--- src/rtl/pc_unit.sv ---
// -----------------------------------------------------------------------------
// pc_unit -- program counter with sequential, relative-branch, absolute-jump
// and return modes, backed by a small circular return-address stack (RAS).
//
// Parameters
//   ADDR_W    program-address width
//   IMM_W     immediate width (>= ADDR_W); only the low ADDR_W bits are used
//   RESET_VEC o_addr value after reset
//   STEP      sequential increment
//   RAS_DEPTH return-address-stack entries (power of two, >= 2)
//
// Ports
//   clk         rising-edge clock
//   rst_n       asynchronous active-low reset
//   stall       1 = hold every piece of state this cycle
//   sel         next-address mode: 00 SEQ, 01 BRANCH, 10 JUMP, 11 RET
//   call        with sel=10, push the return address (o_addr + STEP)
//   imme        branch offset (BRANCH) or jump target (JUMP)
//   o_addr      registered current program address
//   o_ras_empty RAS holds no entries
//   o_ras_full  RAS holds RAS_DEPTH entries
//   o_err       sticky errors: bit0 RAS overflow, bit1 RAS underflow
// -----------------------------------------------------------------------------
module pc_unit #(
    parameter int                 ADDR_W    = 16,
    parameter int                 IMM_W     = 32,
    parameter logic [ADDR_W-1:0]  RESET_VEC = '0,
    parameter int                 STEP      = 1,
    parameter int                 RAS_DEPTH = 4
) (
    input  logic              clk,
    input  logic              rst_n,
    input  logic              stall,
    input  logic [1:0]        sel,
    input  logic              call,
    input  logic [IMM_W-1:0]  imme,
    output logic [ADDR_W-1:0] o_addr,
    output logic              o_ras_empty,
    output logic              o_ras_full,
    output logic [1:0]        o_err
);

    typedef enum logic [1:0] {
        SEL_SEQ    = 2'b00,
        SEL_BRANCH = 2'b01,
        SEL_JUMP   = 2'b10,
        SEL_RET    = 2'b11
    } sel_e;

    localparam int              PTR_W    = $clog2(RAS_DEPTH);
    localparam logic [PTR_W:0]  FULL_CNT = (PTR_W + 1)'(RAS_DEPTH);

    logic [ADDR_W-1:0] addr_q;
    logic [ADDR_W-1:0] addr_d;
    logic [ADDR_W-1:0] seq;
    logic [ADDR_W-1:0] imm_a;
    logic [ADDR_W-1:0] ras [RAS_DEPTH];
    logic [PTR_W-1:0]  top_q;     // index of the most recently pushed entry
    logic [PTR_W:0]    cnt_q;     // valid entries, 0..RAS_DEPTH
    logic [1:0]        err_q;

    logic push, pop, overflow, underflow, ras_empty, ras_full;
    sel_e mode;

    // Upper immediate bits are deliberately discarded.
    logic unused_imme;
    assign unused_imme = ^imme;

    assign mode      = sel_e'(sel);
    assign seq       = addr_q + ADDR_W'(STEP);
    assign imm_a     = imme[ADDR_W-1:0];
    assign ras_empty = (cnt_q == '0);
    assign ras_full  = (cnt_q == FULL_CNT);

    assign push      = !stall && (mode == SEL_JUMP) && call;
    assign pop       = !stall && (mode == SEL_RET) && !ras_empty;
    assign overflow  = push && ras_full;
    assign underflow = !stall && (mode == SEL_RET) && ras_empty;

    // NOTE: addr_d gets a default before the case so no path leaves it
    // unassigned; otherwise synthesis would infer a latch.
    always_comb begin
        addr_d = addr_q;
        if (!stall) begin
            unique case (mode)
                SEL_SEQ:    addr_d = seq;
                SEL_BRANCH: addr_d = seq + imm_a;
                SEL_JUMP:   addr_d = imm_a;
                SEL_RET:    addr_d = ras_empty ? seq : ras[top_q];
                default:    addr_d = addr_q;
            endcase
        end
    end

    // NOTE: sequential state uses non-blocking assignments so every register
    // samples pre-edge values regardless of statement order.
    always_ff @(posedge clk or negedge rst_n) begin
        if (!rst_n) begin
            addr_q <= RESET_VEC;
            top_q  <= '1;      // first push lands in slot 0
            cnt_q  <= '0;
            err_q  <= '0;
        end else begin
            addr_q <= addr_d;
            err_q  <= err_q | {underflow, overflow};
            if (push) begin
                // When full, top+1 is the oldest slot, so the push
                // overwrites it and the count stays saturated.
                top_q <= top_q + PTR_W'(1);
                if (!ras_full) cnt_q <= cnt_q + (PTR_W + 1)'(1);
            end else if (pop) begin
                top_q <= top_q - PTR_W'(1);
                cnt_q <= cnt_q - (PTR_W + 1)'(1);
            end
        end
    end

    // NOTE: the stack storage has no reset; entries are only readable while
    // cnt_q says they are valid, and reset zeroes cnt_q, so stale contents
    // can never reach o_addr.
    always_ff @(posedge clk) begin
        if (push) ras[top_q + PTR_W'(1)] <= seq;
    end

    assign o_addr      = addr_q;
    assign o_ras_empty = ras_empty;
    assign o_ras_full  = ras_full;
    assign o_err       = err_q;

endmodule

--- config.mk ---
export PLATFORM = sky130hd
export DESIGN_NAME = pc_unit
export DESIGN_NICKNAME = d
export VERILOG_FILES = /design/src/rtl/pc_unit.sv
export SDC_FILE = /design/constraint.sdc
export NUM_CORES = 1
export LEC_CHECK = 0
export ABC_AREA = 1
export ABC_CLOCK_PERIOD_IN_PS = 2720
export CORE_MARGIN = 4
export CORE_UTILIZATION = 45
export CTS_CLUSTER_DIAMETER = 200
export DETAILED_ROUTE_END_ITERATION = 10
export GPL_ROUTABILITY_DRIVEN = 0
export GPL_TIMING_DRIVEN = 0
export PLACE_DENSITY = 0.66
export SYNTH_ARGS = -nofsm -noshare
export SYNTH_HDL_FRONTEND = slang
export SYNTH_SLANG_ARGS = --single-unit
--- constraint.sdc ---
create_clock -name clk -period 2.72 [get_ports clk]
set_input_delay 0.408 -clock clk [delete_from_list [all_inputs] [get_ports clk]]
set_output_delay 0.408 -clock clk [all_outputs]
set_load 0.02 [all_outputs]
==> metrics list, run 1 <==
- The most critical setup path has its startpoint at o_addr[0]$_DFFE_PN0N_.
- In this run the worst path has a maximum fanout of 8.
- Post-synthesis sequential element count: a little under 90
* Via count of the first global-routing pass: between 4000 and 5000
- After floorplanning, the core was sized to cover between 10000 and 15000 um^2.
- The worst setup path is of the register to register kind.
- Syn nets: around 700
* MaxCap Viol Count: 0
- Count of routing violations after the opening detailed-route iteration: about 410
* Sequential group share of total power: 0.307
* Signal arrival time at the worst endpoint: approximately 2.9 ns
* Layout cell share with drive strength beyond 1: 0.198
- Netlist Area Pre-Place: ~5300 um^2
- TritonCTS clock tree: done
- Hold WC Path Type: input port to register
- Sw Ratio: 0.420
- Of all cell types, the one taking the most synthesized area is edfxtp_1.
- Of the total power, combinational logic draws 0.481.
* Pin count of the biggest net entering global routing: 24
- Worst-path cell chain: inv_2, nor2_1, nand2_2, xor2_2, inv_2, ha_4, nand2_1, o21a_1, nand2_1, nand2_1, nand2_1, nand2_1, nand3_1, nand2_1, nand2_1, nand2_1
- Via/cell ratio: roughly 5.6
- In this run the most critical hold path is launched from stall.
- Total global-route track usage: 0.229
* Pin slew with the least headroom to its limit: 1.19 ns
- Grt ovf: 0
* Design area: between 6000 and 7000 um^2
- Number of top-level pins: 58
- The root buffer cell chosen for the clock tree is clkbuf_16.
* Remaining design rule violation count: 0
* Launch point of the worst reg-to-reg path: o_addr[0]$_DFFE_PN0N_
- Number of clock sinks: 87
- Final-report max-slew violation count: 0
- The H-tree was split into 3 levels.
- Power density over the cells: 873 nW/um^2
* Count of inserted antenna diode cells: 0
- Total number of placement rows: 39
- Run status: finished clean
- The number of hold violations in the final report came to 0.
- Dividing the detail-routed wire length by the instance count gives 18.0 um.
* Area share of the largest cell type after synthesis: 0.360
- Kind of cell adding the most delay to the critical path: simple AND/OR/NAND/NOR gates
* Slowest CP cell: dfrtp_2
- EDFF count, synth: 64
- Synth cell types: 39
* Most frequent cell on the critical path: nand2_1
- Via count: about 4800
- Leading register cell type out of synthesis: edfxtp_1
- The first global-routing pass estimated approximately 24000 um of wire.
- In this run the power spent charging and discharging nets is between 2000 and 3000 uW.
- Setup violations, final: 0
- Number of antenna violations at the first check in global routing: 0
- Total Die Area: around 14000 um^2
* Async set-reset flop share out of synthesis: 0.264
- For this run, the post-layout net count is 785.
- For the finished layout, the period the worst path requires is between 2 and 3 ns.
- LEAKAGE: roughly 0.0029 uW
- After filler insertion, the fill cell instance count of the layout stands at slightly above 1000.
* Setup crit start kind: register
* VDD IR-drop max: between 0.3 and 0.4 mV
- Number of port buffers: 40
- Relative area change from synthesis to final layout: 27.9%
* Remaining antenna violation count after routing: 0
- The first TritonRoute pass finished after 5 iterations.
- Inserted Clock Buffers: 9
* Die Span X: between 100 and 150 um
- The worst setup path is captured at a register.
- Worst hold slack: just over 0.4 ns
- For this configuration, the core starts out at a cell density of 0.463.
- Internal power consumption: ~3500 uW
- Final worst-path cycle share: 0.960
- After technology mapping, the gate count stands at roughly 660.
* Avg Synthesized Cell Area: ~8.1 um^2
- Final worst clock skew: ~0.0085 ns
* Post-layout power: 5950 uW
- Total number of yosys warnings: 0
- The HPWL after detailed placement is 11200 um.
* Synth top area cells: edfxtp_1 36%, nand2_1 13%, dfrtp_1 9.9%, ha_1 5.6%, nand3_1 5.3%
- Part of the total power dissipated in the clock network: 0.211
- The worst pin sits at a relative slew slack of 0.204.
- Clock Latency Late Sink: 0.34 ns
* Clock-pin slew on the worst setup and hold paths: 0.07 ns
- The library cells used most frequently in the layout, excluding fill and tap cells, are 168 x nand2_1, 64 x edfxtp_1, 55 x nor2_1, 53 x inv_1, 52 x nand3_1.
- Once placement finished, the instance area stood at around 6000 um^2.
- Timing would allow up to 0.383 GHz.
- The routed design has 15600 um of wire.
- Leaving out fill and tap cells, the most frequent cell in the layout is nand2_1.
- Die height: 117 um
* Critical path buffer and inverter count: 2
- Number of hold buffers added after cts: 0
* Stage delay of the slowest cell on the critical path: 0.46 ns
* Clock buffer depth: 2
* Endpoint required time on the critical path: approximately 3 ns
- The share of the Yosys chip area taken by registers is 0.469.
[power by group through the flow]
| stage | registers, uW | clock network, uW | logic [uW] |
|---|---|---|---|
| 3_5_place_dp | 1840 | 0 | 2450 |
| 6_report | 1830 | 1260 | 2870 |
| 5_1_grt | 1850 | 1330 | 3150 |
| 3_3_place_gp | 1830 | 0 | 2370 |
| 4_1_cts | 1810 | 1270 | 2530 |
| 2_1_floorplan | 1890 | 0 | 1530 |
[registers in the layout, summed over array words and instances, names as in the netlist]
name and count:
o_addr 16, o_err 2, ras 64, top_q 2, cnt_q 3
[cell usage after synthesis, types with 2 or more instances]
cell type / instances
xor2_1: 12
inv_1: 64
o22ai_1: 3
a21oi_1: 34
o21bai_1: 2
o211ai_1: 8
dfstp_2: 2
edfxtp_1: 64
clkbuf_1: 4
dfrtp_1: 21
nor3_1: 5
nand3_1: 57
a31oi_1: 2
nand2_1: 186
o21ai_0: 52
nand3b_1: 3
buf_2: 16
a21o_1: 3
or2_2: 2
and2_1: 3
ha_1: 24
nand4_1: 4
fa_1: 2
nor2_1: 67
[worst paths after layout]
check                                         endpoint  slack [ns]  depth (start not counted)
worst max-delay path            o_addr[12]$_DFFE_PN0N_        0.11                         16
worst min-delay path             o_addr[3]$_DFFE_PN0N_        0.41                          3
worst max register to register  o_addr[12]$_DFFE_PN0N_        0.11                         16
worst min register to register      o_err[0]$_DFF_PN0_        0.47                          1
max in group asynchronous        o_addr[6]$_DFFE_PN0N_        1.22                          1
min in group asynchronous         cnt_q[0]$_DFFE_PN0P_        0.69                          1
[through the flow]
stage	setup WS [ns]	instances	util	setup TNS, ns
4_1_cts	-0.0346	858	0.551	-0.0971
3_3_place_gp	-0.678	838	0.513	-41.78
3_5_place_dp	-0.302	840	0.517	-7.85
2_1_floorplan	0.124	655	-	0
5_1_grt	-0.0500	869	0.592	-0.178
6_report	0.109	869	0.592	0
[worst reg2reg max path, cell delays in order, from the launching register on]
cell	delay [ns]
dfrtp_2	0.46
inv_2	0.12
nor2_1	0.14
nand2_2	0.13
xor2_2	0.24
inv_2	0.12
ha_4	0.33
nand2_1	0.12
o21a_1	0.20
nand2_1	0.13
nand2_1	0.10
nand2_1	0.10
nand2_1	0.07
nand3_1	0.09
nand2_1	0.07
nand2_1	0.05
nand2_1	0.04
[cell families (layout without fill, tap and decap cells)]
| group | after synthesis | count (layout) | share of synthesized area |
|---|---|---|---|
| xor+xnor | 13 | 13 | 0.0214 |
| fa+ha+maj | 26 | 26 | 0.0638 |
| flops | 87 | 87 | 0.469 |
| compound gates | 111 | 111 | 0.120 |
| simple gates | 331 | 331 | 0.260 |
| buf+inv | 87 | 158 | 0.0655 |
[routing by layer]
metal / share of wire / vias to the layer above / global-route usage
li1: - / 2323 / -
met1: 0.43 / 2298 / 0.309
met2: 0.49 / 174 / 0.383
met3: 0.058 / 28 / 0.0308
met4: 0.024 / 0 / 0.0734
met5: 0 / - / 0
[layout make-up]
class                   count  area [um^2]  area share
multi-input cells         481         2950       0.432
flip-flops and latches     87         2510       0.367
clock inverters             7         77.6      0.0114
well taps                 143          179      0.0262
repair buffers             55          528      0.0774
clock buffers               9          225      0.0330
plain buffers              21          101      0.0149
inverters                  66          259      0.0380
[timing repair]
| item | CTS | global route |
|---|---|---|
| pin swaps | 0 | 29 |
| buffers inserted | 2 | 11 |
| resized for setup | 24 | 81 |
| endpoints found under the setup margin | 8 | 11 |
Note: power is estimated with default switching activity, not from simulation.
==> inputs of run 2 (changes only) <==
--- a/config.mk
+++ b/config.mk
@@ -6,14 +6,13 @@
 export NUM_CORES = 1
 export LEC_CHECK = 0
 export ABC_AREA = 1
-export ABC_CLOCK_PERIOD_IN_PS = 2720
+export ABC_CLOCK_PERIOD_IN_PS = 3100
 export CORE_MARGIN = 4
 export CORE_UTILIZATION = 45
-export CTS_CLUSTER_DIAMETER = 200
 export DETAILED_ROUTE_END_ITERATION = 10
 export GPL_ROUTABILITY_DRIVEN = 0
 export GPL_TIMING_DRIVEN = 0
-export PLACE_DENSITY = 0.66
+export PLACE_DENSITY = 0.74
 export SYNTH_ARGS = -nofsm -noshare
 export SYNTH_HDL_FRONTEND = slang
 export SYNTH_SLANG_ARGS = --single-unit
==> constraint.sdc (replaced) <==
create_clock -name clk -period 3.1 [get_ports clk]
set_input_delay 0.465 -clock clk [delete_from_list [all_inputs] [get_ports clk]]
set_output_delay 0.465 -clock clk [all_outputs]
set_load 0.02 [all_outputs]
==> run 2 against run 1 <==
Net effect:
- final cell count shrank 1.3%
- combinational power down 24%
- largest power group unchanged
- setup slack better by 0.13 ns
- clock skew decreased by 0.0032 ns
- via count decreased by 2.0%
- fmax fell by 8.8%
- sequential power shrank 13%
- design area shrank 7.1%
- wire length shrank 5.9%
- sequential share of layout area increased by 2.8 points
- critical endpoint is now o_addr[15]$_DFFE_PN0N_
- flip-flop and latch count stayed put
- die area unchanged
==> metrics list, run 2 (synthesis results as in run 1) <==
- The flow ran to the end, and the final reports show no timing, DRC or antenna violations.
- For this run, global-route usage on met3 was measured as 0.0396.
- Most frequent cells in the layout: 186 x nand2_1, 64 x edfxtp_1, 63 x inv_1, 61 x nor2_1, 57 x nand3_1
- In the final layout, the share of cells above drive strength 1 is 0.0895.
- Clock-pin slew was measured on the worst setup and hold paths at roughly 0.06 ns.
* Kind of cell adding the most delay to the critical path: simple AND/OR/NAND/NOR gates
* Final Hold Viols: 0
- Once detail routing completed, the nets flagged for antenna violations numbered 0.
- The slowest stage of the critical path belongs to the cell ha_1.
- Setup crit start kind: register
- Relative area change from synthesis to final layout: 18.9%
* Std-Cell Core Area: 11500 um^2
- Grt ovf: 0
* Most used routing layer in global routing: met2
* Final worst clock skew: around 0.0052 ns
* Number of antenna violations at the first check in global routing: 0
- Worst-path cell chain: buf_2, nand3_1, nor2_1, xor2_1, inv_1, ha_1, nand2_1, inv_1, a21oi_1, nand2_1, a21oi_1, nand3_1, nand3_1, nand2_1, nand2_1, nand2_1
* Inserted Clock Buffers: 9
- 58 I/O pins were placed.
- Final #Nets: about 770
- The clock passes through at most 2 buffers.
- Based on the critical path, the design can be clocked at up to around 0.35 GHz.
* Worst hold slack: roughly 0.46 ns
- Met2 demand-to-capacity share in global routing: 0.374
- The repair_antennas step left the layout with diodes totalling 0.
- Number of H-tree levels: 3
* Most frequent cell on the critical path: nand2_1
- Hold WC Path Type: register to register
- Setup violations remaining at the end of the flow were counted as 0.
- Pin count of the biggest net entering global routing: 24
* Die height: ~120 um
- At the later pin of the worst-skew pair, clock insertion delay measures between 0.3 and 0.4 ns.
* Number of clock sinks: a little under 90
* Critical path buffer and inverter count: 3
- By startpoint and endpoint, the worst setup path is classified as register to register.
- After detailed routing, the total wire length is between 10000 and 15000 um.
* Commonest non-fill, non-tap cell in the layout: nand2_1
* Via/cell ratio: 5.51
* Via count: 4728
- Count of routing violations after the opening detailed-route iteration: between 300 and 400
- The worst setup path is captured at a register.
* Stage delay of the slowest cell on the critical path: between 0.3 and 0.4 ns
- Pin slew with the least headroom to its limit: roughly 1.3 ns
* Number of flip-flops in the largest register: 64
* Worst rel slew slack: 0.164
- The first global-routing pass estimated approximately 23000 um of wire.
- Cell at the root of the clock tree: clkbuf_16
- RSZ-0062 raised after global routing: false
- Ranked by flip-flop count, first place goes to ras.
- In this run the post-CTS setup repair buffer count came out at 0.
* Clock period minus final worst setup slack: approximately 2.9 ns
* First-pass iteration count of the detailed router: 6
- Power comes to ~4900 uW.
- Starting density of the core: 0.463
* Total number of placement rows: 39
* Die Span X: approximately 120 um
- Input and output buffers added on the ports amount to 40.
* Crit-path max FO: 8
- Met1 layer usage reported by global route: 0.295
- The max-slew violation count was 0.
- The number of global-route vias before repair came to between 4000 and 5000.
- Placed wire-length estimate: approximately 11000 um
* Total Die Area: 13700 um^2
- LEAKAGE: around 0.0028 uW
- Data arrives at the worst endpoint at roughly 3 ns.
* Routed length per placed instance: 17.1 um
- TritonCTS clock tree: done
- For this run, design rule violations remaining after detail routing come to 0.
- Endpoint required time on the critical path: approximately 3.3 ns
- Power density over the cells: 779 nW/um^2
* Final worst-path cycle share: 0.923
- Max-cap violations in this run came to 0.
- Total global-route track usage: 0.223
- Across the VDD grid, the largest voltage drop is roughly 0.36 mV.
[run 2: cell count changes in the layout (fill, tap and decap cells not counted), moves of 5 or more]
cell | previous run | this run
ha_1 | 9 | 23
nand2_1 | 168 | 186
inv_1 | 53 | 63
nand2_4 | 7 | 0
nand2_2 | 12 | 1
nor2_1 | 55 | 61
a21oi_1 | 27 | 32
nand3_1 | 52 | 57
inv_2 | 10 | 2
ha_4 | 15 | 0
buf_4 | 14 | 0
[run 2: cell type report]
cell class / instances / area (um^2)
Timing Repair Buffer: 44 / 460
Clock inverter: 3 / 47.5
Tap cell: 143 / 179
Fill cell: 1015 / 5170
Clock buffer: 13 / 280
Inverter: 66 / 250
Multi-Input combinational cell: 481 / 2520
Sequential cell: 87 / 2500
Buffer: 21 / 98.8
[run 2: per-stage QoR]
stage | util | cell area, um^2 | std cells | TNS, ns | worst slack [ns]
global route | 0.551 | 6340 | 858 | 0 | 0.00378
finish | 0.551 | 6340 | 858 | 0 | 0.238
CTS | 0.548 | 6310 | 858 | 0 | 0.0821
detailed placement | 0.519 | 5980 | 842 | 0 | 0.118
floorplan | - | 5330 | 655 | 0 | 0.504
global placement | 0.513 | 5910 | 838 | -21.15 | -0.345
[run 2: final timing paths]
path                                            start  slack (ns)                     end  cells past startpoint
max in group asynchronous                       rst_n        1.48   o_addr[0]$_DFFE_PN0N_                      1
min in group asynchronous                       rst_n        0.78    cnt_q[0]$_DFFE_PN0P_                      1
worst min register to register     o_err[0]$_DFF_PN0_        0.46      o_err[0]$_DFF_PN0_                      1
worst min-delay path               o_err[0]$_DFF_PN0_        0.46      o_err[0]$_DFF_PN0_                      1
worst max register to register  o_addr[2]$_DFFE_PN0N_        0.24  o_addr[15]$_DFFE_PN0N_                     16
worst max-delay path            o_addr[2]$_DFFE_PN0N_        0.24  o_addr[15]$_DFFE_PN0N_                     16
[run 2: what timing repair did]
action	CTS	global route
gates resized for setup	0	12
hold buffers	0	0
setup endpoints to repair	0	6
[run 2: worst reg2reg max path, delay by kind of cell (launching register included)]
family | cells | cell delay, ns
and+or+nand+nor | 9 | 1.04
buffers and inverters | 3 | 0.40
AOI/OAI and AO/OA | 2 | 0.39
adders and majority gates | 1 | 0.37
DFF | 1 | 0.35
xor gates and xnor gates | 1 | 0.19
[run 2: power breakdown]
group	switching (uW)	internal (uW)	total, uW
clock	438	717	1150
sequential	138	1460	1600
combinational	1440	749	2190
[run 2: layer usage]
metal	vias to the layer above	share of wire
li1	2292	-
met3	42	0.074
met4	0	0.030
met2	214	0.48
met5	-	0
met1	2180	0.42
